$ cat src/rtl/matmul_seq_ctrl.sv
// matmul_seq_ctrl: sequences clear, operand feed/skew flush and result drain for one DIMxDIM systolic multiply
module matmul_seq_ctrl #(
    parameter int DIM         = 4,
    parameter int SP_NTARGETS = 4,
    parameter int TGT_W       = (SP_NTARGETS > 1) ? $clog2(SP_NTARGETS) : 1,
    parameter int IDX_W       = (DIM > 1) ? $clog2(DIM) : 1,
    parameter int CNT_W       = $clog2(3*DIM-1)
) (
    input  logic             clk_i,
    input  logic             rst_ni,
    input  logic             start_i,
    input  logic [TGT_W-1:0] sp_target_i,
    input  logic             abort_i,
    output logic             op_rd_en_o,
    output logic [IDX_W-1:0] op_rd_idx_o,
    output logic             pe_clr_o,
    output logic             pe_en_o,
    output logic             res_we_o,
    output logic [IDX_W-1:0] res_row_o,
    output logic [TGT_W-1:0] res_tgt_o,
    output logic             busy_o,
    output logic             done_o,
    output logic             err_o
);
    typedef enum logic [2:0] {IDLE, CLEAR, COMPUTE, WRITE, DONE} state_t;
    state_t           state;
    logic [CNT_W-1:0] cnt;
    logic [IDX_W-1:0] row;
    logic [TGT_W-1:0] tgt;
    logic             err;
    always_ff @(posedge clk_i or negedge rst_ni) begin
        if (!rst_ni) begin
            state <= IDLE;
            cnt   <= '0;
            row   <= '0;
            tgt   <= '0;
            err   <= 1'b0;
        end else begin
            err <= 1'b0;
            if (state == IDLE) begin
                if (start_i && 32'(sp_target_i) < SP_NTARGETS) begin
                    tgt   <= sp_target_i;
                    state <= CLEAR;
                end else if (start_i) begin
                    err <= 1'b1;
                end
            end else if (abort_i) begin
                state <= IDLE;
                cnt   <= '0;
                row   <= '0;
            end else begin
                case (state)
                    CLEAR: state <= COMPUTE;
                    COMPUTE: begin
                        if (cnt == CNT_W'(3*DIM-3)) begin
                            state <= WRITE;
                            cnt   <= '0;
                        end else begin
                            cnt <= cnt + 1'b1;
                        end
                    end
                    WRITE: begin
                        if (row == IDX_W'(DIM-1)) begin
                            state <= DONE;
                            row   <= '0;
                        end else begin
                            row <= row + 1'b1;
                        end
                    end
                    default: state <= IDLE;
                endcase
            end
        end
    end
    assign pe_clr_o    = state == CLEAR;
    assign pe_en_o     = state == COMPUTE;
    assign op_rd_en_o  = state == COMPUTE && 32'(cnt) < DIM;
    assign op_rd_idx_o = op_rd_en_o ? cnt[IDX_W-1:0] : '0;
    assign res_we_o    = state == WRITE;
    assign res_row_o   = row;
    assign res_tgt_o   = tgt;
    assign busy_o      = state != IDLE;
    assign done_o      = state == DONE;
    assign err_o       = err;
endmodule

$ cat config.mk
export PLATFORM = sky130hd
export DESIGN_NAME = matmul_seq_ctrl
export DESIGN_NICKNAME = d
export VERILOG_FILES = /design/src/rtl/matmul_seq_ctrl.sv
export SDC_FILE = /design/constraint.sdc
export NUM_CORES = 1
export LEC_CHECK = 0
export CORE_MARGIN = 4
export CORE_UTILIZATION = 44
export CTS_CLUSTER_DIAMETER = 150
export DETAILED_ROUTE_END_ITERATION = 7
export GPL_ROUTABILITY_DRIVEN = 0
export PLACE_DENSITY_LB_ADDON = 0.15
export SLEW_MARGIN = 40
export SYNTH_ARGS = -nofsm -noshare
export SYNTH_HDL_FRONTEND = slang
export SYNTH_SLANG_ARGS = --single-unit
$ cat constraint.sdc
create_clock -name clk_i -period 2.2 [get_ports clk_i]
set_input_delay 0.33 -clock clk_i [delete_from_list [all_inputs] [get_ports clk_i]]
set_output_delay 0.33 -clock clk_i [all_outputs]
set_load 0.05 [all_outputs]
### Word-level counts from Yosys, hierarchy flattened

Index checks and enable logic that the tools add are counted.

* logic and storage cells: 39
* RAM bits: 0
* memories kept: 0
* output and inout bits: 13
* flip-flop bits (word level): 11
* input bits: 6
* bits in latches: 0
* memory bits (read-only): 0

* equality and inequality tests: 9
* $lt $le $gt $ge: 1
* mux-type cells: 13
* shifts and indexed selects: 0
* bitwise gates (word level): 1
* reductions and logical operators: 9
* add/sub/neg operators: 2
* div/mod/pow operators: 0
* multipliers: 0

Operator list (count)
* $mux 3: 5
* $mux 4: 3
* $pmux 3 s3: 1
* $mux 2: 4
* $ne 4x2->1 const B: 2
* $eq 3x2->1 const B: 2
* $reduce_and 2->1: 3
* $add 4x1->4 const B: 1
* $eq 4x4->1 const B: 1
* $lt 4x3->1 const B: 1
* $reduce_bool 2->1: 2
* $eq 3x1->1 const B: 1
* $eq 3x3->1 const B: 1
* $logic_not 3->1: 1
* $reduce_and 3->1: 1
* $reduce_bool 3->1: 1
* $add 2x1->2 const B: 1
* $eq 2x2->1 const B: 1
* $ne 2x2->1 const B: 1
* $logic_and 1x1->1: 1
* $not 1->1: 1

### Logic depth before layout (Yosys ltp)

Gate-level depths: netlist of run 1.

* word-level depth: 5
* depth in mapped cells: 5
* gate-level depth less buffers: 5

### Least setup slack after synthesis of run 1

OpenSTA, ideal clock, no wires.

* kind: register -> output
* start point: reg state[2]
* end point: out op_rd_idx_o[0]
* setup slack: -0.277 ns
* cell stages (with the launch flop): 5
* required time: 1.870 ns
* arrival time: 2.147 ns
* buffers on the path: 1
* cell sequence: dfrtp_1 > buf_2 > nand2b_1 > nor4_2 > and2_1

* longest elaborated chain between the ends: 3

RTL lines
* start: declaration: RTL line 26 `state_t state;`
* start signal: assignment: RTL line 33 `state <= IDLE;`
* start signal: assignment: RTL line 43 `state <= CLEAR;`
* start signal: assignment: RTL line 48 `state <= IDLE;`
* $eq 3x2->1: RTL line 77 `assign op_rd_en_o = state == COMPUTE && 32'(cnt) < DIM;`
* $logic_and 1x1->1: RTL line 77
* named net op_rd_en_o: RTL line 14 `output logic op_rd_en_o,`
* $mux 2: RTL line 78 `assign op_rd_idx_o = op_rd_en_o ? cnt[IDX_W-1:0] : '0;`
* end: declaration: RTL line 15 `output logic [IDX_W-1:0] op_rd_idx_o,`

The timed path passes the listed nets, and every way through them passes these cells.

### Worst setup path in the final report of run 1

* start point: reg state[0]
* end point: out busy_o

* longest elaborated chain between the ends: 1

RTL lines
* $reduce_bool 3->1: RTL line 82 `assign busy_o = state != IDLE;`
* end: declaration: RTL line 21 `output logic busy_o,`

Every way passes these cells.

==> flow_metrics.tcl, run 1 <==
set metrics [dict create \
    status "finished, final reports clean" \
    numCtsBuffers 3 \
    fp.dieH_um 48.16 \
    antenna_found_initial 0 \
    fin_skew_ps 1.474 \
    cpMaxStageDelayCell "clkdlybuf4s50_1" \
    hpwl_mm 1.111 \
    holdBufCountCts 0 \
    synthSimpleGateAreaFrac_pct 28.04 \
    synth-edff-count 0 \
    cellPowerDensity_mw_per_mm2 930.6 \
    tritoncts "yes" \
    firstDrtPassIters 5 \
    cts.htree.levels 1 \
    max_slew.worst_pin.slew_ps 507.4 \
    min_period_ps 2091 \
    ys_seq_area_share_pct 38.80 \
    setup_tns_ps 0 \
    wl_per_cell_um 13.57 \
    coreArea_sq_mm 0.001506 \
    setup.worst_path.end_class "output pin" \
    synth_compound_area_share_pct 15.87 \
    max_cap_viol_count 0 \
    num-nets-final 103 \
    yosysWarnings 0 \
    fin_cells 109 \
    areaGrowthSynthToFinish_pct 31.92 \
    cts_resized 0 \
    postCtsSetupBuffers 0 \
    synth_fa_ha_area_share_pct 5.291 \
    r2r_slack_ps 850 \
    cp.depth 2 \
    crit_arrival_ps 1760 \
    rsz0062_at_grt "false" \
    drt_wl_total_mm 1.479 \
    grt_pass1_wl_mm 2.394 \
    setup_violations 0 \
    synthDistinctLibCells 35 \
    syn-cell-area_sq_um 709.4 \
    p_total_mw 0.8709 \
    path_clk_slew_ps 70 \
    leakage_nw 0.4197 \
    port_buffers 17 \
    synthTopCellsByCount "dfrtp_1 (11), inv_1 (6), nand2b_1 (5), and2_1 (4), nor2_1 (4)" \
    async_flop_share_pct 100.0 \
    rows 14 \
    endpoint "busy_o" \
    drc_errors 0 \
    dpl.cell_count 105 \
    cts_num_sinks 11 \
    synth_seq_cells 11 \
    start_util_pct 47.09 \
    ir_drop_v 0.0004636 \
    die_w_um 48.16 \
    crit_chain "or3_4 -> clkdlybuf4s50_1" \
    crit_start "state[0]$_DFFE_PN0P_" \
    start_kind "flop" \
    timing.slew.headroom_pct 66.07 \
    grt_usage_pct 15.54 \
    synth_top_area_cell "dfrtp_1" \
    clock_latency_ps 270 \
    synth_top_family_by_area "simple AND/OR/NAND/NOR gates" \
    synth_area_leaders "dfrtp_1 (39%), ha_1 (5.3%), nand2b_1 (4.4%)" \
    cp.buffers_inverters 1 \
    min_period_over_period_pct 95.06 \
    r2r_cells 5 \
    ys.flop_type "dfrtp_1" \
    avgSynthCellArea_sq_um 9.587 \
    slowest_delay_ps 710 \
    syn-num-nets 83 \
    vias_per_cell 5.688 \
    hp-class "input pin to async pin" \
    synth_xor_area_share_pct 0 \
    grt-ovfl-total 0 \
    reg2reg_from "cnt[1]$_DFFE_PN0P_" \
    crit_required_ps 1870 \
    num_io_pins 19 \
    fp.dieArea_sq_mm 0.002319 \
    drtAntennaViolNets 0 \
    grt_pass1_vias 574 \
    fmax_ghz 0.4782 \
    dr_total_vias 620 \
    hold_viol 0 \
    synthCells 74 \
    yosysMostFrequentCell "dfrtp_1" \
    drive_gt1_share_pct 19.35 \
    dr.first_iter.drc_count 11 \
    cts_buffer_depth 2 \
    critPathTopFamily "buffers and inverters" \
    crit_fanout 2 \
    diodes 0 \
    synth_top_cell_area_share_pct 38.80 \
    root_buffer "clkbuf_4" \
    synth.area.mux_share_pct 3.175 \
    grt_max_degree 15 \
    path_class "flop to output pin" \
    report.final.slew_viol_count 0 \
    r2r-end "cnt[1]$_DFFE_PN0P_" \
]
==> per-stage QoR <==
step	setup slack, ps	util (%)	hold slack, ps	cell area (sq um)
after floorplan	63.04	-	34.41	718.2
after global placement	408.9	60.38	466.3	909.6
after detailed placement	401.3	60.38	481.9	909.6
after CTS	96.91	62.13	406.9	935.9
after global routing	68.81	62.13	422.3	935.9
final	108.6	62.13	390.2	935.9
==> how the worst min path moves through the flow <==
stage	end	slack, ps
6_report	cnt[3]$_DFFE_PN0P_	390
5_1_grt	res_tgt_o[0]$_DFFE_PN0P_	420
4_1_cts	res_tgt_o[1]$_DFFE_PN0P_	410
3_5_place_dp	res_tgt_o[0]$_DFFE_PN0P_	480
3_3_place_gp	res_tgt_o[0]$_DFFE_PN0P_	470
2_1_floorplan	cnt[0]$_DFFE_PN0P_	30
==> routing by layer <==
layer | vias up | global-route usage (%) | part of all wire (%)
met2 | 17 | 23.70 | 43
met5 | - | 0 | 0
met4 | 0 | 11.29 | 3.2
met3 | 5 | 3.690 | 5.5
li1 | 304 | - | -
met1 | 294 | 18.95 | 48
==> cells in the final DEF (no fill, tap or decap), drive strengths merged <==
| cell type | n |
|---|---|
| ha | 3 |
| inv | 6 |
| dfrtp | 11 |
| nand2b | 5 |
| a21o | 1 |
| nor2 | 5 |
| nor4b | 1 |
| conb | 1 |
| and2 | 4 |
| buf | 11 |
| o21a | 1 |
| nand2 | 3 |
| or3 | 1 |
| a21oi | 2 |
| a22o | 1 |
| nand3b | 1 |
| or2 | 1 |
| nor4bb | 2 |
| nand3 | 2 |
| nor3 | 2 |
| o32ai | 3 |
| o31a | 1 |
| nor4 | 3 |
| a211o | 1 |
| clkbuf | 4 |
| and3 | 1 |
| o311ai | 1 |
| clkdlybuf4s50 | 10 |
| a32o | 1 |
| mux2 | 2 |
| a22oi | 1 |
| o2bb2ai | 1 |
==> registers in the layout, summed over array words and instances (netlist names) <==
register / cells
cnt: 4
res_row_o: 2
res_tgt_o: 2
state: 3
==> final cells by class <==
class	instances	area, sq um
sequential	11	275.3
fill	126	570.5
clock buffer	4	26.28
timing repair buffer	21	207.7
inverter	6	22.52
multi-input combinational	51	384.1
tap	16	20.02
==> report_power, final <==
| part | switching [mW] | total, mW | internal (mW) |
|---|---|---|---|
| clock network | 0.0714 | 0.142 | 0.0704 |
| registers | 0.0566 | 0.308 | 0.251 |
| logic | 0.254 | 0.421 | 0.167 |
==> cell families after synthesis <==
group | count (synthesis)
and+or+nand+nor | 31
AOI/OAI and AO/OA | 14
buffers and inverters | 12
DFF | 11
adders and majority gates | 3
muxes | 2
other | 1
Note: power is estimated with default switching activity, not from simulation.
==> run 2, diff against run 1 <==
--- a/config.mk
+++ b/config.mk
@@ -10,5 +10,4 @@
 export CTS_CLUSTER_DIAMETER = 150
 export DETAILED_ROUTE_END_ITERATION = 7
-export GPL_ROUTABILITY_DRIVEN = 0
 export PLACE_DENSITY_LB_ADDON = 0.15
 export SLEW_MARGIN = 40
==> constraint.sdc (replaced) <==
create_clock -name clk_i -period 2.2 [get_ports clk_i]
set_input_delay 0.22 -clock clk_i [delete_from_list [all_inputs] [get_ports clk_i]]
set_output_delay 0.22 -clock clk_i [all_outputs]
set_load 0.05 [all_outputs]
==> flow_metrics.tcl, run 2 (synthesis results as in run 1) <==
set metrics [dict create \
    clock_latency_ps 270 \
    cellPowerDensity_mw_per_mm2 937.9 \
    root_buffer "clkbuf_4" \
    fin_skew_ps 5.062 \
    grt-ovfl-total 0 \
    largest_reg_flops 4 \
    antenna_found_initial 0 \
    ir_drop_v 0.0005111 \
    fillers 138 \
    crit_chain "or3_4 -> dlymetal6s2s_1" \
    report.final.slew_viol_count 0 \
    path_class "flop to output pin" \
    dpl_cell_area_sq_um 874.6 \
    drc_errors 0 \
    dr_total_vias 605 \
    hp-class "input pin to async pin" \
    num-nets-final 101 \
    vias_per_cell 5.654 \
    multi_input_area_sq_um 384.1 \
    hold_viol 0 \
    drt_wl_total_mm 1.473 \
    timing.slew.headroom_pct 65.57 \
    cts_num_sinks 11 \
    numCtsBuffers 3 \
    critPathTopFamily "flip-flops" \
    dr.first_iter.drc_count 5 \
    areaGrowthSynthToFinish_pct 28.04 \
    r2r_slack_ps 720 \
    fp.dieArea_sq_mm 0.002319 \
    hpwl_mm 1.136 \
    cpMaxStageDelayCell "dfrtp_1" \
    min_period_ps 1764 \
    grt_usage_pct 15.42 \
    regArea_sq_um 275.3 \
    crit_required_ps 1980 \
    cts_resized 0 \
    holdBufCountCts 0 \
    crit_fanout 11 \
    start_kind "flop" \
    largestRegisters "cnt: 4 flops, state: 3 flops" \
    max_slew.worst_pin.slew_ps 515.7 \
    start_util_pct 47.09 \
    slowest_delay_ps 500 \
    firstDrtPassIters 4 \
    rows 14 \
    path_clk_slew_ps 70 \
    cts.htree.levels 1 \
    grt_pass1_vias 557 \
    coreArea_sq_mm 0.001506 \
    port_buffers 17 \
    tritoncts "yes" \
    fmax_ghz 0.5667 \
    finalInstanceArea_sq_um 908.4 \
    grt_pass1_wl_mm 2.421 \
    final_cell_mix "dfrtp_1 (11), clkdlybuf4s50_1 (9), buf_4 (7)" \
    drtAntennaViolNets 0 \
    drive_gt1_share_pct 15.38 \
    wl_per_cell_um 13.77 \
    setup_violations 0 \
    cts_buffer_depth 2 \
    max_cap_viol_count 0 \
    setup.worst_path.end_class "output pin" \
    postCtsSetupBuffers 0 \
    diodes 0 \
    grt_max_degree 14 \
    status "finished, final reports clean" \
    fp.dieH_um 48.16 \
    min_period_over_period_pct 80.20 \
    gp_congestion 0.7785 \
    crit_arrival_ps 1540 \
    leakage_nw 0.4427 \
    num_io_pins 19 \
    rsz0062_at_grt "false" \
    layout_commonest_cell "dfrtp_1" \
    die_w_um 48.16 \
    setup_tns_ps 0 \
    cp.buffers_inverters 1 \
    regMostFlops "cnt" \
]
==> run 2: power breakdown <==
group | switching [mW] | internal, mW
Sequential | 0.0663 | 0.251
Combinational | 0.244 | 0.156
Clock | 0.0649 | 0.0702
==> run 2: metrics by stage <==
step | worst slack [ps] | cells | hold WS, ps | power, mW | util [%]
detailed placement | 318.8 | 103 | 478.4 | 0.7251 | 58.06
CTS | 21.00 | 107 | 301.2 | 0.8656 | 59.80
finish | 435.5 | 107 | 285.0 | 0.8519 | 60.30
floorplan | 173.0 | 74 | -75.59 | 0.6107 | -
global placement | 351.5 | 103 | 466.4 | 0.7181 | 58.06
global route | 364.9 | 107 | 312.9 | 0.9171 | 60.30
==> run 2: per-layer routing <==
layer / part of all wire, % / track usage [%] / up-vias
li1: - / - / 299
met1: 46 / 19.00 / 284
met2: 43 / 22.66 / 20
met3: 9.4 / 8.118 / 2
met4: 1.1 / 5.914 / 0
met5: 0 / 0 / -
==> run 2: path summary, 6_finish.rpt <==
path / start / endpoint / cells after the start
setup / recovery: state[0]$_DFFE_PN0P_ / busy_o / 2
hold / removal: rst_ni / cnt[3]$_DFFE_PN0P_ / 1
setup reg to reg: state[0]$_DFFE_PN0P_ / res_tgt_o[0]$_DFFE_PN0P_ / 3
hold reg to reg: res_tgt_o[0]$_DFFE_PN0P_ / res_tgt_o[0]$_DFFE_PN0P_ / 1
max in group asynchronous: rst_ni / cnt[0]$_DFFE_PN0P_ / 1
min in group clk_i: res_tgt_o[0]$_DFFE_PN0P_ / res_tgt_o[0]$_DFFE_PN0P_ / 1
==> run 2: area by class of cell <==
class / instances / area share [%]
Sequential cell: 11 / 30.30
Tap cell: 16 / 2.204
Timing Repair Buffer: 19 / 19.83
Multi-Input combinational cell: 51 / 42.29
Inverter: 6 / 2.479
Clock buffer: 4 / 2.893
==> run 2: worst reg2reg max path, delay by kind of cell (launching register included) <==
family / cells / cell delay [ps]
and+or+nand+nor: 2 / 560
DFF: 1 / 500
muxes: 1 / 320
